--- config.mk ---
export PLATFORM = sky130hd
export DESIGN_NAME = uart_tx
export DESIGN_NICKNAME = d
export VERILOG_FILES = /design/src/rtl/uart_tx.sv
export SDC_FILE = /design/constraint.sdc
export NUM_CORES = 1
export LEC_CHECK = 0
export BUFFER_PORTS_ARGS = -buffer_cell sky130_fd_sc_hd__clkbuf_2
export CAP_MARGIN = 25
export CORE_AREA = 2 2 67 69
export DETAILED_ROUTE_END_ITERATION = 12
export DIE_AREA = 0 0 69 71
export GPL_ROUTABILITY_DRIVEN = 0
export SYNTH_ARGS = -nofsm -noshare
export SYNTH_HDL_FRONTEND = slang
export SYNTH_SLANG_ARGS = --single-unit
--- constraint.sdc ---
create_clock -name clk -period 1.9 [get_ports clk]
set_clock_uncertainty 0.2 [all_clocks]
set_input_delay 0.095 -clock clk [delete_from_list [all_inputs] [get_ports clk]]
set_output_delay 0.095 -clock clk [all_outputs]
set_load 0.05 [all_outputs]
--- src/rtl/uart_tx.sv ---
// uart_tx -- UART serial transmitter.
//
// Takes one word per valid/ready handshake. It shifts the word out on tx as:
// one start bit, the data LSB first, an optional even-parity bit, and the stop bit(s).
// Every bit lasts OVERSAMPLE baud ticks. baud_en keeps the tick generator running
// only while a frame is in flight.
//
// Optional feature: define UART_TX_PARITY_EN to add one even-parity bit after the
// data. When the macro is undefined the PARITY state and its logic are not built.
//
// Ports:
//   clk      in   system clock, rising edge
//   resetn   in   asynchronous active-low reset
//   tick     in   single-cycle baud tick
//   baud_en  out  tick generator enable, high while a frame is in progress
//   data     in   word to send, captured on the handshake
//   valid    in   upstream has a word
//   ready    out  accepting a word (IDLE only)
//   tx       out  registered serial line, idles high
//   busy     out  frame in progress
module uart_tx #(
  parameter int DATA_BITS  = 8,
  parameter int OVERSAMPLE = 4,
  parameter int STOP_BITS  = 1
) (
  input  logic                 clk,
  input  logic                 resetn,
  input  logic                 tick,
  output logic                 baud_en,
  input  logic [DATA_BITS-1:0] data,
  input  logic                 valid,
  output logic                 ready,
  output logic                 tx,
  output logic                 busy
);

  localparam int CW = (OVERSAMPLE > 1) ? $clog2(OVERSAMPLE) : 1;
  localparam int BW = $clog2(DATA_BITS + 1);
  localparam logic [CW-1:0] SUB_LAST  = CW'(OVERSAMPLE - 1);
  localparam logic [BW-1:0] DATA_LAST = BW'(DATA_BITS - 1);
  localparam logic [BW-1:0] STOP_LAST = BW'(STOP_BITS - 1);

  typedef enum logic [2:0] {
    IDLE,
    START,
    DATA,
`ifdef UART_TX_PARITY_EN
    PARITY,
`endif
    STOP
  } state_t;

  state_t               state_q, state_d;
  logic [CW-1:0]        sub_q, sub_d;   // ticks within the current bit
  logic [BW-1:0]        bit_q, bit_d;   // data bit index; stop bit index in STOP
  logic [DATA_BITS-1:0] sh_q, sh_d;
  logic                 tx_q, tx_d;
  logic                 adv;            // terminal tick of the current bit
`ifdef UART_TX_PARITY_EN
  logic                 par_q, par_d;
`endif

  always_ff @(posedge clk or negedge resetn) begin
    if (!resetn) begin
      state_q <= IDLE;
      sub_q   <= '0;
      bit_q   <= '0;
      sh_q    <= '0;
      tx_q    <= 1'b1;
`ifdef UART_TX_PARITY_EN
      par_q   <= 1'b0;
`endif
    end else begin
      state_q <= state_d;
      sub_q   <= sub_d;
      bit_q   <= bit_d;
      sh_q    <= sh_d;
      tx_q    <= tx_d;
`ifdef UART_TX_PARITY_EN
      par_q   <= par_d;
`endif
    end
  end

  always_comb begin
    state_d = state_q;
    sub_d   = sub_q;
    bit_d   = bit_q;
    sh_d    = sh_q;
    tx_d    = tx_q;
    adv     = 1'b0;
`ifdef UART_TX_PARITY_EN
    par_d   = par_q;
`endif

    // Ticks count only while a frame is in flight. Idle ticks are ignored.
    if (state_q != IDLE && tick) begin
      if (sub_q == SUB_LAST) begin
        sub_d = '0;
        adv   = 1'b1;
      end else begin
        sub_d = sub_q + 1'b1;
      end
    end

    // tx is registered, so each branch loads the level of the *next* bit
    // on the same edge that ends the current one.
    case (state_q)
      IDLE: begin
        tx_d  = 1'b1;
        sub_d = '0;
        bit_d = '0;
        if (valid) begin
          state_d = START;
          sh_d    = data;
          tx_d    = 1'b0;
`ifdef UART_TX_PARITY_EN
          par_d   = ^data;
`endif
        end
      end
      START: if (adv) begin
        state_d = DATA;
        tx_d    = sh_q[0];
      end
      DATA: if (adv) begin
        sh_d = sh_q >> 1;
        if (bit_q == DATA_LAST) begin
          bit_d = '0;
`ifdef UART_TX_PARITY_EN
          state_d = PARITY;
          tx_d    = par_q;
`else
          state_d = STOP;
          tx_d    = 1'b1;
`endif
        end else begin
          bit_d = bit_q + 1'b1;
          tx_d  = sh_q[1];
        end
      end
`ifdef UART_TX_PARITY_EN
      PARITY: if (adv) begin
        state_d = STOP;
        tx_d    = 1'b1;
      end
`endif
      STOP: if (adv) begin
        if (bit_q == STOP_LAST) begin
          state_d = IDLE;
          bit_d   = '0;
          tx_d    = 1'b1;
        end else begin
          bit_d = bit_q + 1'b1;
        end
      end
      default: begin
        state_d = IDLE;
        tx_d    = 1'b1;
      end
    endcase
  end

  assign ready   = (state_q == IDLE);
  assign busy    = ~ready;
  assign baud_en = ~ready;
  assign tx      = tx_q;

endmodule

Yosys cells after proc, flatten, opt, wreduce, memory -nomap -nowiden:

Index checks and enable logic that the tools add are counted.
W data, S select, Z words.

* equality and inequality tests: 11
* add/sub/neg operators: 2
* bitwise operators: 1
* multiplexer cells: 27
* reduce and logical (&&, ||, !) cells: 11

Operators with widths (number)
* $mux W3: 6
* $mux W4: 4
* $mux W8: 2
* $pmux W8 S2: 1
* $ne A2 B2 Y1 const B: 6
* $pmux W3 S4: 1
* $pmux W4 S3: 1
* $mux W1: 8
* $eq A3 B2 Y1 const B: 2
* $mux W2: 3
* $reduce_and A3 Y1: 2
* $reduce_and A6 Y1: 1
* $reduce_bool A3 Y1: 2
* $add A4 B1 Y4 const B: 1
* $eq A4 B3 Y1 const B: 1
* $logic_not A4 Y1: 1
* $pmux W1 S4: 1
* $reduce_and A4 Y1: 1
* $reduce_bool A2 Y1: 2
* $eq A3 B1 Y1 const B: 1
* $logic_not A3 Y1: 1
* $add A2 B1 Y2 const B: 1
* $eq A2 B2 Y1 const B: 1
* $logic_and A1 B1 Y1: 1
* $not A1 Y1: 1

* bits of input ports: 12
* flip-flop bits (word level): 18
* output and inout bits: 4

Depth between registers and ports, before layout:

Gate-level depths: netlist (run 1).

* depth in word-level cells: 5
* mapped depth: 7
* mapped depth without buffers: 6

Worst setup path after synthesis (run 1):

Ideal clock, no wire load.

* path kind: register to register
* start point: register state_q[0]
* end point: register state_q[1]
* arrival: 2.026 ns
* required time: 1.572 ns
* stages on the path, launching flop included: 7
* path slack: -0.453 ns
* library setup time: 0.128 ns
* clock period less this slack: 2.353 ns
* path through: dfrtp_1 > inv_1 > ha_1 > inv_1 > nor2_1 > nor3_2 > mux2_1

* elaborated cells between the ends (all ways): 15

RTL lines
* from (decl): line 53 `state_t state_q, state_d;`
* from (signal assigned): line 74 `state_q <= state_d;`
* $logic_not A3 Y1 *
* via ready: line 32 `output logic ready,`
* $ne A2 B2 Y1 (no source line)
* $reduce_and A6 Y1 (no source line)

Mark *: on every way through the listed nets, which the timed path passes. The rest lies on a longest branch.
A chain may end at the register's enable or synchronous reset.

Final worst setup path (run 1):

* start point: register state_q[1]
* end point: register state_q[1]

* word-level cells in the longest chain between the ends: 5
* elaborated cells between the ends (all ways): 15

RTL lines
* $reduce_bool A3 Y1: line 97 `if (state_q != IDLE && tick) begin`
* $logic_and A1 B1 Y1: line 97
* $mux W1: line 97
* $ne A2 B2 Y1 (no source line)
* $reduce_and A6 Y1 (no source line)

Parallel ways exist; a longest one is shown, timed or not.

==> flow_summary_export.csv, run 1 <==
group,metric,value,unit
outcome,status,"complete, no violations",
global_route,grt-ovfl-total,0,
critical_path,cp-end-kind,"register",
logic_synthesis,synth_top_cell_by_area,"dfrtp_1",
floorplanning,dieHeight,71,um
timing,period_needed,1.89,ns
power,peakVddDrop,0.770,mV
timing,fin_setup_tns,0,ns
critical_path,critical_path_buf_inv_count,1,
timing,final_hold_viol_count,0,
critical_path,crit_path_top_delay_cell,"dfrtp_2",
clock_network,cts.clk_slew.worst_paths,0.07,ns
timing,post-route-period-util,99.3,%
global_route,grt_usage,9.73,%
layout,area_growth,44.9,%
timing,fmax,530,MHz
timing,grt_setup_unrepaired,"true",
power,p_leak,0.000636,uW
layout,nets,156,
critical_path,crit_path_max_fanout,5,
place,portBuffers,15,
logic_synthesis,synth_edf_count,0,
route,wire_per_inst,12.0,um
layout,drive_above_1_share,38.2,%
critical_path,startpoint_type,"register",
layout,antenna_cells,0,
global_route,grt_pass1_wl,3.86,mm
route,drc,0,
place,placed_area,0.00123,mm^2
global_route,grt_pass1_vias,876,
critical_path,path_class,"register to register",
run,cap_violations,0,
clock_network,cts_num_sinks,17,
place,dpl.hpwl,1.66,mm
floorplanning,ioPinCount,16,
clock_network,cts_made_buffers,3,
global_route,grt_max_degree,18,
layout,layout_common_cells,"15 x dfrtp_1, 15 x clkbuf_2, 10 x nor2_1, 10 x dlygate4sd3_1, 10 x buf_4",
place,dp_slack,-0.0515,ns
floorplanning,fp.dieW,69,um
logic_synthesis,synth_area,0.00101,mm^2
power,p_sw_share,42.4,%
timing,relSlewSlack,70.8,%
min_path,hold_class,"input pin to register",
logic_synthesis,ys_ff_latch,17,
timing,slew_violations,0,
critical_path,rr_worst_depth,6,
clock_network,cts.path.max_buffers,2,
route,vias_per_cell,4.40,
global_route,antenna_found_initial,0,
floorplanning,placementRows,24,
timing,worst_pin_slew,0.438,ns
route,routed_wl,2.26,mm
critical_path,cpPeakStageDelay,0.43,ns
floorplanning,core,0.00420,mm^2
floorplanning,die_area,0.00490,mm^2
floorplanning,initial_utilization,23.9,%
logic_synthesis,synth_top_area_share,39.8,%
place,dp.cells,171,
clock_network,clk_latency,0.25,ns
timing,setup_slack,0.0139,ns
logic_synthesis,synthesis.nets,117,
power,clkPwrFrac,11.0,%
critical_path,cpLargestDelayFamily,"flip-flops",
power,p_int,1410,uW
logic_synthesis,yosysSeqAreaShare,42.4,%
route,ant_nets,0,
logic_synthesis,async_flop_share,100,%
power,seqPwrFrac,26.3,%
logic_synthesis,ys.warnings.count,0,
clock_network,cts_tree,"built",
clock_network,root_buffer,"clkbuf_8",
logic_synthesis,synth.distinct_cells,31,
power,combPwrFrac,62.7,%
layout,design_area,0.00146,mm^2
route,first_iter_violations,6,
clock_network,h-tree-depth,1,
critical_path,worst-path-stages,6,
power,p_switching,1040,uW
min_path,worstHoldPathCells,3,
layout,layoutNonFillerInstCount,188,
critical_path,crit_chain,"inv_2, ha_4, nand3b_1, o31a_1, nor3_2, mux2_4",
logic_synthesis,syn_avg_cell_area,10.3,um^2
logic_synthesis,synthCells,98,
critical_path,crit_arrival,1.82,ns
route,firstDrtPassIters,4,
route,via_count,827,
critical_path,worstPathRequired,1.83,ns
power,cellPowerDensity,1680,mW/mm^2
logic_synthesis,synth_area_leaders,"dfrtp_1 40%, mux2i_1 9.0%, ha_1 8.7%",
timing,finalSetupViolCount,0,
logic_synthesis,synth-main-ff-cell,"dfrtp_1",
## per-stage QoR
| step | power [uW] | hold WS, ns | util, % |
|---|---|---|---|
| after floorplan | 1630 | -0.401 | - |
| after global placement | 1950 | -0.159 | 29.2 |
| after detailed placement | 2000 | -0.148 | 29.2 |
| after CTS | 2360 | 0.0793 | 33.4 |
| after global routing | 2650 | 0.114 | 34.7 |
| final | 2450 | 0.0817 | 34.7 |
## cells by family after synthesis
group,synth area share [%]
compound gates,11.3
fa+ha+maj,8.71
buf+inv,5.10
flops,42.4
mux,13.7
simple gates,18.8
## power groups by stage
stage,clock [uW],combinational (uW),sequential [uW]
floorplan,0,973,661
global placement,0,1320,637
detailed placement,0,1360,645
CTS,278,1440,644
global route,300,1680,667
finish,269,1540,646
## Yosys cell counts (all sizes together) (2+ instances only)
master	number
a21oi	8
buf	4
dfrtp	16
ha	7
inv	6
mux2	3
mux2i	10
nand2	5
nand2b	2
nand3b	2
nor2	13
nor3	3
nor4b	2
o21ai	7
## worst min-delay path, stage by stage
cell       delay (ns)
clkbuf_2         0.11
o2111ai_1        0.17
mux2_1           0.13
## final timing paths
kind	to	slack (ns)	startpoint
setup / recovery	state_q[1]	0.01	state_q[1]
hold / removal	tx	0.08	valid
setup reg to reg	state_q[1]	0.01	state_q[1]
hold reg to reg	sh_q[1]	0.33	sh_q[1]
max in group asynchronous	state_q[1]	1.05	resetn
min in group asynchronous	sh_q[6]	0.12	resetn
## metal layers
| layer | up-vias | GRT usage (%) | wire length [um] |
|---|---|---|---|
| met5 | - | 0 | 0 |
| met4 | 0 | 4.58 | 14 |
| met3 | 2 | 2.14 | 65 |
| met2 | 12 | 17.2 | 1210 |
| met1 | 396 | 11.2 | 974 |
| li1 | 417 | - | - |
## timing repair
action,in CTS,in global routing
resized for setup,5,6
pin swaps,3,4
setup buffers,1,1
gates cloned,0,1
endpoints found under the hold margin,27,0
endpoints found under the setup margin,10,12
hold buffers,10,0
## state kept, by name (all words and copies together) (netlist names)
signal   flops
sub_q        2
bit_q        4
tx           1
state_q      2
sh_q         8
## layout make-up
cell class / instances / area (um^2)
Sequential cell: 17 / 428
Inverter: 6 / 26.3
Fill cell: 428 / 2750
Multi-Input combinational cell: 71 / 586
Timing Repair Buffer: 38 / 307
Clock inverter: 1 / 5.00
Tap cell: 52 / 65.1
Clock buffer: 3 / 41.3
Power figures use the tool's default switching activity.
==> run 2: changes to the inputs <==
--- a/config.mk
+++ b/config.mk
@@ -11,6 +11,7 @@
 export DETAILED_ROUTE_END_ITERATION = 12
 export DIE_AREA = 0 0 69 71
 export GPL_ROUTABILITY_DRIVEN = 0
+export REMOVE_ABC_BUFFERS = 1
 export SYNTH_ARGS = -nofsm -noshare
 export SYNTH_HDL_FRONTEND = slang
 export SYNTH_SLANG_ARGS = --single-unit
==> run 2 against run 1 <==
Compared with the run above: utilization up 0.57 points; cell area grew 1.6%; combinational power rose by 4%; critical endpoint unchanged; highest routed layer unchanged.
==> flow_summary_export.csv, run 2 (synthesis gave the netlist of run 1 again) <==
group,metric,value,unit
critical_path,crit_path_max_fanout,5,
power,fin_total_pwr,2550,uW
layout,antenna_cells,0,
min_path,holdCritStartpoint,"valid",
route,drc,0,
layout,layout_common_cells,"14 x dfrtp_1, 13 x nor2_1, 13 x buf_4, 13 x clkbuf_2, 10 x dlygate4sd3_1",
route,routed_wl,2.29,mm
timing,slew_violations,0,
floorplanning,die_area,0.00490,mm^2
floorplanning,core,0.00420,mm^2
critical_path,cpLargestDelayFamily,"simple AND/OR/NAND/NOR gates",
power,cellPowerDensity,1720,mW/mm^2
critical_path,crit_start,"state_q[0]",
global_route,grt_pass1_wl,3.80,mm
layout,nets,159,
floorplanning,dieHeight,71,um
timing,setup_slack,0.0109,ns
timing,grt_setup_unrepaired,"true",
timing,worst_pin_slew,0.449,ns
min_path,hold_class,"input pin to register",
critical_path,cp-end-kind,"register",
clock_network,root_buffer,"clkbuf_8",
power,p_leak,0.000654,uW
global_route,grt-ovfl-total,0,
floorplanning,placementRows,24,
route,ant_nets,0,
critical_path,path_class,"register to register",
layout,multi_input_area,607,um^2
outcome,status,"complete, no violations",
place,dpl.hpwl,1.53,mm
critical_path,r2r-start,"state_q[0]",
power,peakVddDrop,0.747,mV
timing,post-route-period-util,99.4,%
timing,final_hold_viol_count,0,
layout,final_common_cell,"dfrtp_1",
clock_network,cts_tree,"built",
critical_path,reg2reg_setup_slack,0.01,ns
min_path,worstHoldPathCells,3,
critical_path,critical_path_buf_inv_count,1,
timing,relSlewSlack,70.1,%
timing,finalSetupViolCount,0,
floorplanning,fp.dieW,69,um
layout,nFillCells,437,
layout,seqCellArea,429,um^2
route,via_count,866,
floorplanning,ioPinCount,16,
critical_path,rr_worst_depth,6,
clock_network,clk_latency,0.26,ns
place,portBuffers,15,
route,first_iter_violations,5,
global_route,antenna_found_initial,0,
route,vias_per_cell,4.53,
layout,largest_reg_flops,8,
global_route,grt_usage,9.41,%
critical_path,worstPathRequired,1.84,ns
clock_network,cts_num_sinks,17,
timing,fmax,529,MHz
critical_path,crit_path_top_delay_cell,"dfrtp_2",
clock_network,cts_made_buffers,3,
layout,drive_above_1_share,38.1,%
layout,area_growth,47.3,%
clock_network,cts.path.max_buffers,2,
min_path,min_to,"tx",
clock_network,h-tree-depth,1,
place,dp_slack,-0.210,ns
floorplanning,initial_utilization,23.9,%
layout,largestRegisters,"sh_q (8), bit_q (4)",
route,firstDrtPassIters,4,
layout,top_register,"sh_q",
critical_path,crit_arrival,1.83,ns
timing,period_needed,1.89,ns
route,wire_per_inst,12.0,um
global_route,grt_pass1_vias,891,
critical_path,cpPeakStageDelay,0.44,ns
critical_path,crit_chain,"inv_4, ha_4, nor4b_4, nor3_2, nor3_4, mux2_4",
critical_path,startpoint_type,"register",
run,cap_violations,0,
critical_path,worstReg2RegEnd,"state_q[1]",
clock_network,cts.clk_slew.worst_paths,0.07,ns
global_route,grt_max_degree,18,
run 2: changes by cell type in the layout (fill, tap and decap cells not counted), sizes merged:
cell and change:
inv +1, clkbuf -2, clkinv -1, clkinvlp -1
buf +6
run 2: area by class of cell:
class / count / area share (%)
Tap cell: 52 / 4.39
Inverter: 6 / 1.69
Sequential cell: 17 / 29.0
Clock buffer: 4 / 3.04
Timing Repair Buffer: 41 / 20.9
Multi-Input combinational cell: 71 / 41.0
run 2: worst max path at each step:
stage	endpoint	slack, ns	cells after the start
after CTS	state_q[1]	-0.05	5
after global placement	state_q[1]	-0.07	6
after detailed placement	state_q[1]	-0.21	6
final	state_q[1]	0.01	6
after floorplan	state_q[1]	-0.67	6
after global routing	state_q[1]	-0.06	6
run 2: through the flow:
| stage | util [%] | hold slack, ns | setup TNS [ns] | cell area, um^2 | std cells |
|---|---|---|---|---|---|
| 2_1_floorplan | - | -0.401 | -4.00 | 977 | 94 |
| 3_5_place_dp | 28.9 | -0.138 | -0.847 | 1210 | 174 |
| 5_1_grt | 35.2 | 0.108 | -0.250 | 1480 | 191 |
| 4_1_cts | 33.3 | 0.0623 | -0.0701 | 1400 | 189 |
| 6_report | 35.2 | 0.0611 | 0 | 1480 | 191 |
| 3_3_place_gp | 28.9 | -0.148 | -0.101 | 1210 | 174 |
run 2: timing repair:
item                       4_1_cts  5_1_grt
resized for setup                9       19
cloned                           0        1
setup endpoints to repair       13       15
setup buffers                    1        1
hold buffers                    10        0
hold endpoints to repair        27        0
pin swaps                        2        5
run 2: where the power goes:
group | total [uW] | switching, uW | internal, uW | leakage [uW]
sequential | 663 | 131 | 532 | 0.000202
combinational | 1600 | 821 | 780 | 0.000428
clock | 282 | 133 | 149 | 0.0000228
total | 2550 | 1090 | 1460 | 0.000654
run 2: worst reg2reg max path, stage by stage (launching register included):
cell     delay, ns
dfrtp_2       0.44
inv_4         0.07
ha_4          0.19
nor4b_4       0.25
nor3_2        0.10
nor3_4        0.22
mux2_4        0.32
run 2: per-layer routing:
metal / global-route usage, % / share of wire, % / vias to the layer above
met5: 0 / 0 / -
met4: 5.88 / 2.6 / 0
met3: 0.570 / 1.0 / 6
met2: 16.9 / 53 / 12
met1: 11.0 / 44 / 418
li1: - / - / 430
